==> src/rtl/regfile_dump.sv <==
// regfile_dump
//   Debug read-out engine for the register file. On start it walks one
//   regfile read port over x0..x(NREGS-1) and streams each index/value pair
//   to the debug host link over a valid/ready interface. Read-only: the
//   engine never writes the register file.
//
// Ports
//   clk           clock, all state updates on the rising edge
//   rst           synchronous active-high reset
//   start_i       begin a dump (only looked at while idle)
//   abort_i       cancel a dump in progress (FETCH/SEND only)
//   rd_sel_o      register select to the regfile read port (always == idx)
//   rd_data_i     combinational read data returned by the regfile
//   dump_valid_o  dump_idx_o/dump_data_o/dump_last_o hold a word
//   dump_ready_i  sink accepts the word when high together with valid
//   dump_idx_o    register index of the word on offer
//   dump_data_o   register value of the word on offer
//   dump_last_o   word on offer is index NREGS-1
//   busy_o        engine is anywhere but idle
//   done_o        one-cycle pulse after the last word was accepted
module regfile_dump #(
  parameter int NREGS = 32,
  parameter int XLEN  = 32,
  parameter int SEL_W = 5
) (
  input  logic             clk,
  input  logic             rst,
  input  logic             start_i,
  input  logic             abort_i,
  output logic [SEL_W-1:0] rd_sel_o,
  input  logic [XLEN-1:0]  rd_data_i,
  output logic             dump_valid_o,
  input  logic             dump_ready_i,
  output logic [SEL_W-1:0] dump_idx_o,
  output logic [XLEN-1:0]  dump_data_o,
  output logic             dump_last_o,
  output logic             busy_o,
  output logic             done_o
);

  typedef enum logic [1:0] {
    IDLE,
    FETCH,
    SEND,
    DONE
  } dumpStateT;

  localparam logic [SEL_W-1:0] LastIdx = SEL_W'(NREGS - 1);

  dumpStateT        state;
  dumpStateT        nextState;
  logic [SEL_W-1:0] idx;
  logic             handshake;

  // The read select comes straight off the idx register, so the regfile
  // address only ever changes on a clock edge and never shows a stray index.
  assign rd_sel_o  = idx;
  assign handshake = dump_valid_o & dump_ready_i;

  // State register. Reset drops the engine back to idle, which also clears
  // valid/busy/done because those are decoded from the state alone.
  always_ff @(posedge clk) begin
    if (rst) begin
      state <= IDLE;
    end else begin
      state <= nextState;
    end
  end

  // Next-state and status decode. Abort only matters while a word is being
  // fetched or offered; in idle a start always wins and DONE always pulses.
  // A word handshaked in the same cycle as an abort has already left, so the
  // abort simply ends the sweep without a done pulse.
  always_comb begin
    nextState    = state;
    dump_valid_o = 1'b0;
    busy_o       = 1'b1;
    done_o       = 1'b0;
    case (state)
      IDLE: begin
        busy_o = 1'b0;
        if (start_i) begin
          nextState = FETCH;
        end
      end
      FETCH: begin
        nextState = abort_i ? IDLE : SEND;
      end
      SEND: begin
        dump_valid_o = 1'b1;
        if (abort_i) begin
          nextState = IDLE;
        end else if (handshake) begin
          nextState = dump_last_o ? DONE : FETCH;
        end
      end
      DONE: begin
        done_o    = 1'b1;
        nextState = IDLE;
      end
      default: begin
        nextState = IDLE;
      end
    endcase
  end

  // Index counter and output word capture. The word is sampled exactly once
  // per index in FETCH and then held untouched through SEND, so regfile
  // writes that land while the sink stalls cannot alter a word on offer.
  // The index is parked at zero whenever a sweep ends, so it never wraps.
  always_ff @(posedge clk) begin
    if (rst) begin
      idx         <= '0;
      dump_idx_o  <= '0;
      dump_data_o <= '0;
      dump_last_o <= 1'b0;
    end else begin
      case (state)
        IDLE: begin
          if (start_i) begin
            idx <= '0;
          end
        end
        FETCH: begin
          if (abort_i) begin
            idx <= '0;
          end else begin
            dump_data_o <= rd_data_i;
            dump_idx_o  <= idx;
            dump_last_o <= (idx == LastIdx);
          end
        end
        SEND: begin
          if (abort_i) begin
            idx <= '0;
          end else if (handshake) begin
            idx <= dump_last_o ? '0 : idx + SEL_W'(1);
          end
        end
        DONE: begin
          idx <= '0;
        end
        default: begin
          idx <= '0;
        end
      endcase
    end
  end

endmodule
==> config.mk <==
export PLATFORM = sky130hd
export DESIGN_NAME = regfile_dump
export DESIGN_NICKNAME = d
export VERILOG_FILES = /design/src/rtl/regfile_dump.sv
export SDC_FILE = /design/constraint.sdc
export NUM_CORES = 1
export LEC_CHECK = 0
export ABC_AREA = 0
export BUFFER_PORTS_ARGS = -buffer_cell sky130_fd_sc_hd__buf_2
export CAP_MARGIN = 20
export CORE_MARGIN = 1.5
export CORE_UTILIZATION = 29
export CTS_CLUSTER_DIAMETER = 150
export DETAILED_ROUTE_END_ITERATION = 8
export MAX_ROUTING_LAYER = met4
export PLACE_DENSITY = 0.63
export SETUP_SLACK_MARGIN = 0.05
export SYNTH_ARGS = -nofsm -noshare
export SYNTH_HDL_FRONTEND = slang
export SYNTH_SLANG_ARGS = --single-unit
==> constraint.sdc <==
create_clock -name clk -period 1.3 [get_ports clk]
set_clock_uncertainty 0.05 [all_clocks]
set_input_delay 0.065 -clock clk [delete_from_list [all_inputs] [get_ports clk]]
set_output_delay 0.065 -clock clk [all_outputs]
set_load 0.02 [all_outputs]
# Word-level counts from Yosys, hierarchy flattened
# Index checks and enable logic that the tools add are counted.
# word_totals
rom_bits	0
wordCells	34
regBits	45
latchBits	0
ram_bits	0
in_bits	37
mem_count	0
out_inout_bits	46
# op_classes
div	0
add_sub_neg	1
n_shift	0
bitwise	2
n_reduce_logical	4
eq_ne	7
n_mux	15
magnitude_cmp	0
n_mul	0
# ops
cell	n
5-bit two-way mux	5
5-bit one-hot mux with 4 select lines	1
2-bit two-way mux	5
2-bit one-hot mux with 4 select lines	1
5-bit by 1-bit adder with 5-bit output, second input constant	1
5-bit == test, second input constant	1
2-bit == test, second input constant	2
2-bit inequality test, second input constant	2
2-bit AND reduction	2
1-bit two-way mux	3
3-bit inequality test, second input constant	1
3-bit AND reduction	1
2-bit by 1-bit == test with 1-bit output, second input constant	1
2-bit zero test	1
1-bit bitwise AND	1
1-bit NOT	1

# Depth between registers and ports, before layout
# Gate-level depths: netlist of run 1.
# depth
word_depth	6
mapped_depth	6
mapped_depth_nobuf	5

# Worst setup path before layout of run 1
# No wires, ideal clock.
# synth_path
kind	reg2reg
start	register state[1]
end	register idx[1] (netlist: rd_sel_o[1])
setup_ns	0.127
setup_slack_ns	-0.136
path_stages_with_launch	5
n_path_buf	0
t_arrival_ns	1.259
synth_period_minus_slack_ns	1.436
t_required_ns	1.123
path_cell_list	dfxtp_1 > or4b_4 > o21ai_2 > mux2i_1 > nor2_1
# synth_via
elab_chain_len	5
elab_cells_between_ends	11
classes_between	6 x eq/ne; 2 x mux; 1 x bitwise; 2 x reduce/logical
# synth_lines
element	line_no	source
start: declaration	50	dumpStateT state;
start signal: assignment	66	state <= nextState;
2-bit == test	79, 118	
1-bit two-way mux	79	case (state)
1-bit bitwise AND	58	assign handshake = dump_valid_o & dump_ready_i;
3-bit inequality test (no source line)	-	
3-bit AND reduction (no source line)	-	
end signal: assignment	137	idx <= dump_last_o ? '0 : idx + SEL_W'(1);
end: declaration	52	logic [SEL_W-1:0] idx;
# Several ways; a longest one is shown, not always the timed one.
# A chain may end at the register's enable or synchronous reset.

# Worst setup path after layout of run 1
# layout_path
start	register state[0]
end	register idx[4] (netlist: rd_sel_o[4])
# Same word-level chain as after synthesis.

==> impl_metrics.json, run 1 <==
{
  "hold_viol": 0,
  "grt_max_degree": 19,
  "r2r_cells": 4,
  "start_util": 0.3026,
  "internal-power_w": 0.002360,
  "layout_setup_ws_ns": -0.1096,
  "htreeDepth": 2,
  "final_cell_count_no_fill": 421,
  "worst_pin_slew_ns": 0.3607,
  "grt_pass1_wl_um": 9480,
  "io_pins": 83,
  "vdd_drop_max_v": 0.0006449,
  "required_ns": 1.44,
  "hold_end": "state[0]",
  "maxSlewHeadroom": 0.7595,
  "root_buffer": "clkbuf_8",
  "fp.coreArea_um2": 5574,
  "power_switching_w": 0.0008350,
  "final_cell_mix": "80 x buf_2, 42 x dfxtp_1, 38 x nand2_2, 36 x a21oi_2, 32 x dlygate4sd3_1",
  "diodes": 0,
  "clockBufferDepth": 2,
  "ys_warn_count": 0,
  "setup_violations": 43,
  "hp-start": "start_i",
  "period_minus_slack_ns": 1.410,
  "final_nets": 387,
  "synth-xor-area-share": 0.01558,
  "start_kind": "register",
  "cts.sinks": 45,
  "place_inst": 368,
  "r2r_slack_ns": -0.11,
  "placement_rows": 27,
  "ant_nets": 0,
  "grt_pass1_vias": 1953,
  "crit_path_end_kind": "register",
  "placed_cell_area_um2": 2315,
  "synth.area.mux_share": 0.01855,
  "synth_fa_ha_area_frac": 0.01484,
  "p_per_area_nw_per_um2": 898.2,
  "yosysSeqAreaShare": 0.5341,
  "area_delta_synth_final_pct": 110.9,
  "fp.dieH_um": 79.26,
  "r2r_end": "rd_sel_o[4]",
  "whs_ns": 0.04045,
  "cts_tree": "done",
  "routedWlPerCell_um": 14.99,
  "clkTransAtPathRegs_ns": 0.09,
  "place_congestion": 0.7674,
  "worstPathMaxFanout": 5,
  "hold_depth": 3,
  "fmax_ghz": 0.7094,
  "grt_antenna_before_repair": 0,
  "violations": "negative setup slack",
  "place_ws_ns": -0.08842,
  "power_frac_clock": 0.352,
  "synth_compound_area_frac": 0.1424,
  "dp_hpwl_um": 3054,
  "leakage_nw": 1.579,
  "pwr-share-seq": 0.454,
  "outcome": "finished, violations left",
  "wl_um": 6312,
  "yosys.area_share.simple": 0.2359,
  "r2r_start": "state[0]",
  "synth.avg_cell_area_um2": 8.187,
  "grt-ovfl-total": 0,
  "switching_share": 0.2613,
  "drv_cap": 0,
  "vias_per_cell": 4.660,
  "synthCells": 206,
  "layout-drive-gt1-share": 0.6963,
  "netlist_area_um2": 1687,
  "drtIter0Drc": 45,
  "fin_crit_sh": 1.084,
  "die_area_um2": 6282,
  "first_pass_iters": 4,
  "synth_seq_cells": 45,
  "crit_arrival_ns": 1.55,
  "cts_buffers": 5,
  "die_x_um": 79.26,
  "rsz0062_at_grt": "true",
  "hp-class": "input pin to register",
  "vias": 1962,
  "final_max_slew_viol_count": 0,
  "path_class": "register to register",
  "synth.distinct_cells": 25,
  "synth_nets": 245,
  "portBuffers": 82,
  "final_common_cell": "buf_2",
  "power_frac_comb": 0.195,
  "drc": 0,
  "clock_latency_ns": 0.30,
  "nFillCells": 433,
  "synth_top_family_by_area": "simple AND/OR/NAND/NOR gates",
  "grt_util_all_layers": 0.2043,
  "stdcell_area_um2": 3557
}
-- Yosys cell counts --
library cell | instances | area [µm²]
inv_1 | 1 | 3.750
nand2_1 | 76 | 285.3
a2111oi_0 | 1 | 8.760
and2b_2 | 1 | 8.760
clkbuf_1 | 5 | 18.77
or2_2 | 1 | 6.260
buf_2 | 4 | 20.02
nand2b_1 | 2 | 12.51
o21bai_1 | 1 | 7.510
a21oi_1 | 40 | 200.2
dfxtp_1 | 45 | 900.9
ha_1 | 2 | 25.02
and2_2 | 1 | 7.510
xor2_1 | 3 | 26.28
and3_1 | 2 | 12.51
nor2_1 | 7 | 26.28
o21ai_2 | 1 | 8.760
nor3b_1 | 1 | 7.510
o211ai_1 | 2 | 15.01
mux2_2 | 1 | 11.26
and2b_1 | 1 | 7.510
mux2i_1 | 2 | 20.02
nor3_1 | 2 | 10.01
or4b_4 | 1 | 13.76
buf_4 | 3 | 22.52
-- critical path, cell delays in order, from the launching register on --
cell     delay [ns]
dfxtp_2        0.36
or4b_4         0.52
o21ai_4        0.11
mux2i_1        0.20
nor2_1         0.06
-- final cells by class --
type / count / area [µm²] / share of cell area
tap: 72 / 90.09 / 0.02533
inverter: 1 / 6.256 / 0.001759
timing repair buffer: 147 / 1212 / 0.3408
multi-input combinational: 148 / 1221 / 0.3433
clock buffer: 6 / 82.58 / 0.02321
clock inverter: 2 / 37.54 / 0.01055
sequential: 45 / 907.1 / 0.2550
-- power groups by stage --
stage	registers, W	logic [W]	clock network (W)
6_report	0.00145	0.000623	0.00112
5_1_grt	0.00145	0.000659	0.00122
4_1_cts	0.00144	0.000572	0.00115
3_5_place_dp	0.00147	0.000326	0
3_3_place_gp	0.00147	0.000325	0
2_1_floorplan	0.00151	0.000129	0
-- stage by stage --
stage	power (W)	TNS, ns	util
floorplan	0.001643	-0.2509	-
global placement	0.001790	-0.2176	0.4153
detailed placement	0.001793	-0.3383	0.4153
CTS	0.003167	-1.103	0.6081
global route	0.003334	-4.473	0.6382
finish	0.003195	-2.319	0.6382
-- logic make-up after synthesis --
kind of cell,after synthesis
flip-flops,45
AO/OA/AOI/OAI,45
buffers and inverters,13
AND/OR/NAND/NOR,95
XOR/XNOR,3
multiplexers,3
adder cells (fa/ha/maj),2
-- layer usage --
layer,track usage,vias to the layer above,wire length [µm]
li1,-,957,-
met1,0.2135,927,2577
met2,0.3778,65,3279
met3,0.05172,13,302
met4,0.05789,0,153
met5,-,-,0
-- worst max-delay path by stage --
| stage | start | end | slack (ns) | cells after the start |
|---|---|---|---|---|
| floorplan | rd_sel_o[1] | rd_sel_o[4] | -0.06 | 5 |
| finish | state[0] | rd_sel_o[4] | -0.11 | 4 |
| global route | state[0] | rd_sel_o[1] | -0.19 | 4 |
| CTS | state[0] | rd_sel_o[1] | -0.11 | 4 |
| detailed placement | state[0] | rd_sel_o[4] | -0.09 | 4 |
| global placement | state[0] | rd_sel_o[1] | -0.06 | 4 |
-- timing repair --
| item | CTS | global route |
|---|---|---|
| buffers inserted | 8 | 1 |
| hold buffers | 32 | 0 |
| endpoints found under the hold margin | 32 | 0 |
| gates cloned | 6 | 0 |
| endpoints found under the setup margin | 45 | 48 |
| pin swaps | 74 | 19 |
| gates resized for setup | 127 | 48 |
-- sequential cells by signal, indices dropped and copies added, names as in the netlist --
name         flops
dump_data_o     32
dump_idx_o       5
rd_sel_o         5
state            2
dump_last_o      1
Power figures use the tool's default switching activity.
==> inputs of run 2 (changes only) <==
--- a/config.mk
+++ b/config.mk
@@ -7,8 +7,8 @@
 export LEC_CHECK = 0
 export ABC_AREA = 0
 export BUFFER_PORTS_ARGS = -buffer_cell sky130_fd_sc_hd__buf_2
-export CAP_MARGIN = 20
-export CORE_MARGIN = 1.5
+export CAP_MARGIN = 25
+export CORE_ASPECT_RATIO = 0.8
 export CORE_UTILIZATION = 29
 export CTS_CLUSTER_DIAMETER = 150
 export DETAILED_ROUTE_END_ITERATION = 8
==> run 2 against run 1 <==
The run still ends with negative setup slack left. Sequential share of layout area grew 2.6 points. Clock power is essentially flat. Clock-buffer cell count is the same. Global-route usage shrank 2.5 points. Sequential power is essentially flat. Critical path type unchanged.
==> impl_metrics.json, run 2 (synthesis results as in run 1) <==
{
  "die_area_um2": 6127,
  "crit_chain": "or4b_4, o21ai_4, mux2i_1, nor2_1",
  "crit_family": "simple AND/OR/NAND/NOR gates",
  "root_buffer": "clkbuf_8",
  "place_congestion": 0.7711,
  "crit_start": "state[1]",
  "outcome": "finished, violations left",
  "area_delta_synth_final_pct": 91.25,
  "final_max_slew_viol_count": 0,
  "hp-class": "input pin to register",
  "grt_antenna_before_repair": 0,
  "routedWlPerCell_um": 13.78,
  "place_ws_ns": -0.08180,
  "start_util": 0.3053,
  "grt_pass1_vias": 1843,
  "grt_pass1_wl_um": 8204,
  "die_x_um": 87.27,
  "cts.sinks": 45,
  "final_cell_mix": "79 x buf_2, 42 x dfxtp_1, 39 x nand2_1, 35 x a21oi_2, 32 x dlygate4sd3_1",
  "place_inst": 371,
  "grt_max_degree": 31,
  "violations": "negative setup slack",
  "drc": 0,
  "rsz0062_at_grt": "true",
  "portBuffers": 82,
  "crit_path_end_kind": "register",
  "vias": 1901,
  "cts_buffers": 5,
  "wl_um": 5732,
  "maxSlewHeadroom": 0.7409,
  "grt_util_all_layers": 0.1792,
  "placement_rows": 24,
  "setup_violations": 39,
  "ant_nets": 0,
  "critical_path_buf_inv_count": 0,
  "worst_pin_slew_ns": 0.3878,
  "r2r_start": "state[1]",
  "vdd_drop_max_v": 0.0004798,
  "crit_arrival_ns": 1.52,
  "cp_slowest_cell": "or4b_4",
  "path_class": "register to register",
  "first_pass_iters": 4,
  "htreeDepth": 2,
  "grt-ovfl-total": 0,
  "hold_viol": 0,
  "hp-start": "abort_i",
  "utilization": 0.5838,
  "fp.dieH_um": 70.21,
  "clock_latency_ns": 0.30,
  "final_cell_count_no_fill": 416,
  "leakage_nw": 1.535,
  "fin_crit_sh": 1.067,
  "p_per_area_nw_per_um2": 951.2,
  "layout-drive-gt1-share": 0.5799,
  "clockBufferDepth": 2,
  "final_common_cell": "buf_2",
  "vias_per_cell": 4.570,
  "layout_setup_ws_ns": -0.08737,
  "fp.coreArea_um2": 5525,
  "slowest_delay_ns": 0.50,
  "final_nets": 376,
  "dp_hpwl_um": 2983,
  "io_pins": 83,
  "period_minus_slack_ns": 1.387,
  "regMostFlops": "dump_data_o",
  "required_ns": 1.43,
  "diodes": 0,
  "largest_reg_flops": 32,
  "worstPathMaxFanout": 5,
  "fmax_ghz": 0.7208,
  "drv_cap": 0,
  "cts_tree": "done",
  "drtIter0Drc": 44,
  "clkTransAtPathRegs_ns": 0.09,
  "start_kind": "register"
}
run 2: cell types whose count changed in the layout (fill, tap and decap cells not counted), sizes merged:
cell / previous run / this run
buf: 115 / 102
clkbuf: 6 / 8
run 2: repair_timing:
action,in CTS,in global routing
setup buffers,2,1
hold buffers,32,0
cloned,2,2
resized for setup,40,74
endpoints found under the hold margin,32,0
pin swaps,12,23
setup endpoints to repair,45,46
run 2: stage by stage:
stage                     power, W  setup TNS [ns]  hold WS, ns  instance area (µm²)
after floorplan           0.001643         -0.2509      0.08442                 1720
after global placement    0.001785         -0.2378       0.2553                 2300
after detailed placement  0.001789         -0.3197       0.2620                 2300
after CTS                 0.003041          -1.089      0.02499                 2948
after global routing      0.003194          -3.865      0.03145                 3226
final                     0.003068          -1.409      0.03348                 3226
run 2: worst register-to-register path, cell delays in order, from the launching register on:
cell	delay, ns
dfxtp_4	0.37
or4b_4	0.50
o21ai_4	0.11
mux2i_1	0.20
nor2_1	0.05
run 2: layout make-up:
class / instances / area [µm²]
fillers: 482 / 2300
flip-flops and latches: 45 / 907.1
clock buffers: 6 / 82.58
multi-input cells: 148 / 1085
inverters: 1 / 3.754
repair buffers: 136 / 1012
clock inverters: 2 / 37.54
well taps: 78 / 97.59
run 2: final timing paths:
| path | to | slack [ns] | depth (start not counted) |
|---|---|---|---|
| setup reg to reg | rd_sel_o[1] | -0.09 | 4 |
| setup / recovery | rd_sel_o[1] | -0.09 | 4 |
| hold / removal | state[1] | 0.03 | 3 |
| hold reg to reg | dump_data_o[29] | 0.41 | 2 |
run 2: power breakdown:
group	switching [W]	internal [W]	total (W)
Clock	0.000478	0.000625	0.00110
Combinational	0.000277	0.000252	0.000529
Sequential	0.0000204	0.00141	0.00144
Total	0.000776	0.00229	0.00307
run 2: per-layer routing:
metal / routed length [µm] / global-route usage
met3: 334 / 0.05201
met5: 0 / -
met2: 2729 / 0.2995
met4: 72 / 0.04918
met1: 2594 / 0.2089
==> inputs of run 3 (changes only) <==
--- a/config.mk
+++ b/config.mk
@@ -13,7 +13,6 @@
 export CTS_CLUSTER_DIAMETER = 150
 export DETAILED_ROUTE_END_ITERATION = 8
 export MAX_ROUTING_LAYER = met4
-export PLACE_DENSITY = 0.63
 export SETUP_SLACK_MARGIN = 0.05
 export SYNTH_ARGS = -nofsm -noshare
 export SYNTH_HDL_FRONTEND = slang
==> run 3 against run 2 <==
The flow still finishes with violations (negative setup slack). Critical path depth unchanged. Design area grew 4.5%. Die area did not move. Setup slack got worse by 0.026 ns. Register-to-register slack lost 0.03 ns. Global-route usage up 2.4 points. Critical endpoint is now rd_sel_o[4]. Highest routed layer unchanged.
==> impl_metrics.json, run 3 (synthesis results as in run 1) <==
{
  "fin_crit_sh": 1.087,
  "worstPathMaxFanout": 5,
  "hp-start": "start_i",
  "start_kind": "register",
  "internal-power_w": 0.002328,
  "dp_hpwl_um": 3100,
  "final_nets": 384,
  "path_class": "register to register",
  "p_total_w": 0.003142,
  "grt_antenna_before_repair": 0,
  "setup_violations": 40,
  "die_x_um": 87.27,
  "r2r_slack_ns": -0.11,
  "hold_viol": 0,
  "maxSlewHeadroom": 0.7859,
  "clock_latency_ns": 0.30,
  "fp.coreArea_um2": 5525,
  "final_common_cell": "buf_2",
  "crit_arrival_ns": 1.55,
  "start_util": 0.3053,
  "period_minus_slack_ns": 1.414,
  "final_max_slew_viol_count": 0,
  "largest_reg_flops": 32,
  "vias": 1948,
  "place_ws_ns": -0.08502,
  "place_congestion": 0.7760,
  "portBuffers": 82,
  "fp.dieH_um": 70.21,
  "root_buffer": "clkbuf_8",
  "drtIter0Drc": 65,
  "outcome": "finished, violations left",
  "fmax_ghz": 0.7075,
  "cts_buffers": 5,
  "drc": 0,
  "drv_cap": 0,
  "regMostFlops": "dump_data_o",
  "vias_per_cell": 4.594,
  "violations": "negative setup slack",
  "worst_pin_slew_ns": 0.3206,
  "grt_util_all_layers": 0.2031,
  "power_frac_clock": 0.360,
  "clockBufferDepth": 2,
  "multi_input_area_um2": 1121,
  "htreeDepth": 2,
  "grt-ovfl-total": 0,
  "slowest_delay_ns": 0.52,
  "die_area_um2": 6127,
  "leakage_nw": 1.546,
  "routedWlPerCell_um": 14.25,
  "r2r_start": "state[0]",
  "placement_rows": 24,
  "p_per_area_nw_per_um2": 931.7,
  "io_pins": 83,
  "required_ns": 1.44,
  "ant_nets": 0,
  "clkTransAtPathRegs_ns": 0.08,
  "crit_start": "state[0]",
  "cts_tree": "done",
  "layout_setup_ws_ns": -0.1135,
  "regArea_um2": 907.1,
  "first_pass_iters": 4,
  "grt_max_degree": 15,
  "switching_share": 0.2589,
  "nFillCells": 467,
  "cts.sinks": 45,
  "final_cell_mix": "79 x buf_2, 42 x dfxtp_1, 32 x nand2_1, 32 x dlygate4sd3_1, 31 x a21oi_2",
  "layout-drive-gt1-share": 0.6098,
  "crit_chain": "or4b_4, o21ai_4, mux2i_1, nor2_1",
  "diodes": 0,
  "pwr-share-seq": 0.459,
  "wl_um": 6041,
  "cp_slowest_cell": "or4b_4",
  "grt_pass1_vias": 1930,
  "hp-class": "input pin to register",
  "power_frac_comb": 0.181,
  "power_switching_w": 0.0008134,
  "grt_pass1_wl_um": 9135,
  "rsz0062_at_grt": "true",
  "area_delta_synth_final_pct": 99.93,
  "crit_path_end_kind": "register",
  "vdd_drop_max_v": 0.0005398
}
==> run 3: metal layers <==
layer / global-route usage / up-vias / routed length, µm
met5: - / - / 0
met4: 0.07468 / 0 / 90
met3: 0.05201 / 10 / 356
met2: 0.3325 / 80 / 2862
met1: 0.2392 / 903 / 2731
li1: - / 955 / -
==> run 3: timing repair <==
item / in CTS / in global routing
gates cloned: 7 / 1
endpoints found under the setup margin: 44 / 47
buffers inserted: 9 / 2
pin swaps: 32 / 50
endpoints found under the hold margin: 32 / 0
resized for setup: 61 / 80
hold buffers: 32 / 0
==> run 3: power by group through the flow <==
stage / logic [W] / registers (W) / clock network (W)
after detailed placement: 0.000330 / 0.00147 / 0
after floorplan: 0.000129 / 0.00151 / 0
final: 0.000569 / 0.00144 / 0.00113
after global placement: 0.000328 / 0.00146 / 0
after global routing: 0.000606 / 0.00145 / 0.00121
after CTS: 0.000538 / 0.00144 / 0.00114
==> run 3: final timing paths <==
path / cells past startpoint / endpoint
setup / recovery: 4 / rd_sel_o[4]
hold / removal: 3 / state[0]
setup reg to reg: 4 / rd_sel_o[4]
hold reg to reg: 2 / dump_data_o[17]
==> run 3: area by class of cell <==
type,count,share of cell area
Inverter,1,0.001113
Clock inverter,2,0.01076
Multi-Input combinational cell,148,0.3325
Tap cell,78,0.02894
Timing Repair Buffer,144,0.3332
Sequential cell,45,0.2690
Clock buffer,6,0.02449
==> run 3: critical path: cells and delay by family, from the launching register on <==
kind / cells / cell delay (ns)
multiplexers: 1 / 0.22
AND/OR/NAND/NOR: 2 / 0.58
AO/OA/AOI/OAI: 1 / 0.11
flip-flops: 1 / 0.35
==> run 3: through the flow <==
stage               setup TNS, ns  area, µm²  hold slack, ns  instances  utilization
global route               -3.373       3372         0.06890        424       0.6103
global placement          -0.2500       2320          0.2555        372       0.4198
detailed placement        -0.3623       2320          0.2632        372       0.4198
floorplan                 -0.2509       1720         0.08442        206            -
finish                     -1.470       3372         0.05362        424       0.6103
CTS                        -1.192       3207         0.04153        428       0.5804
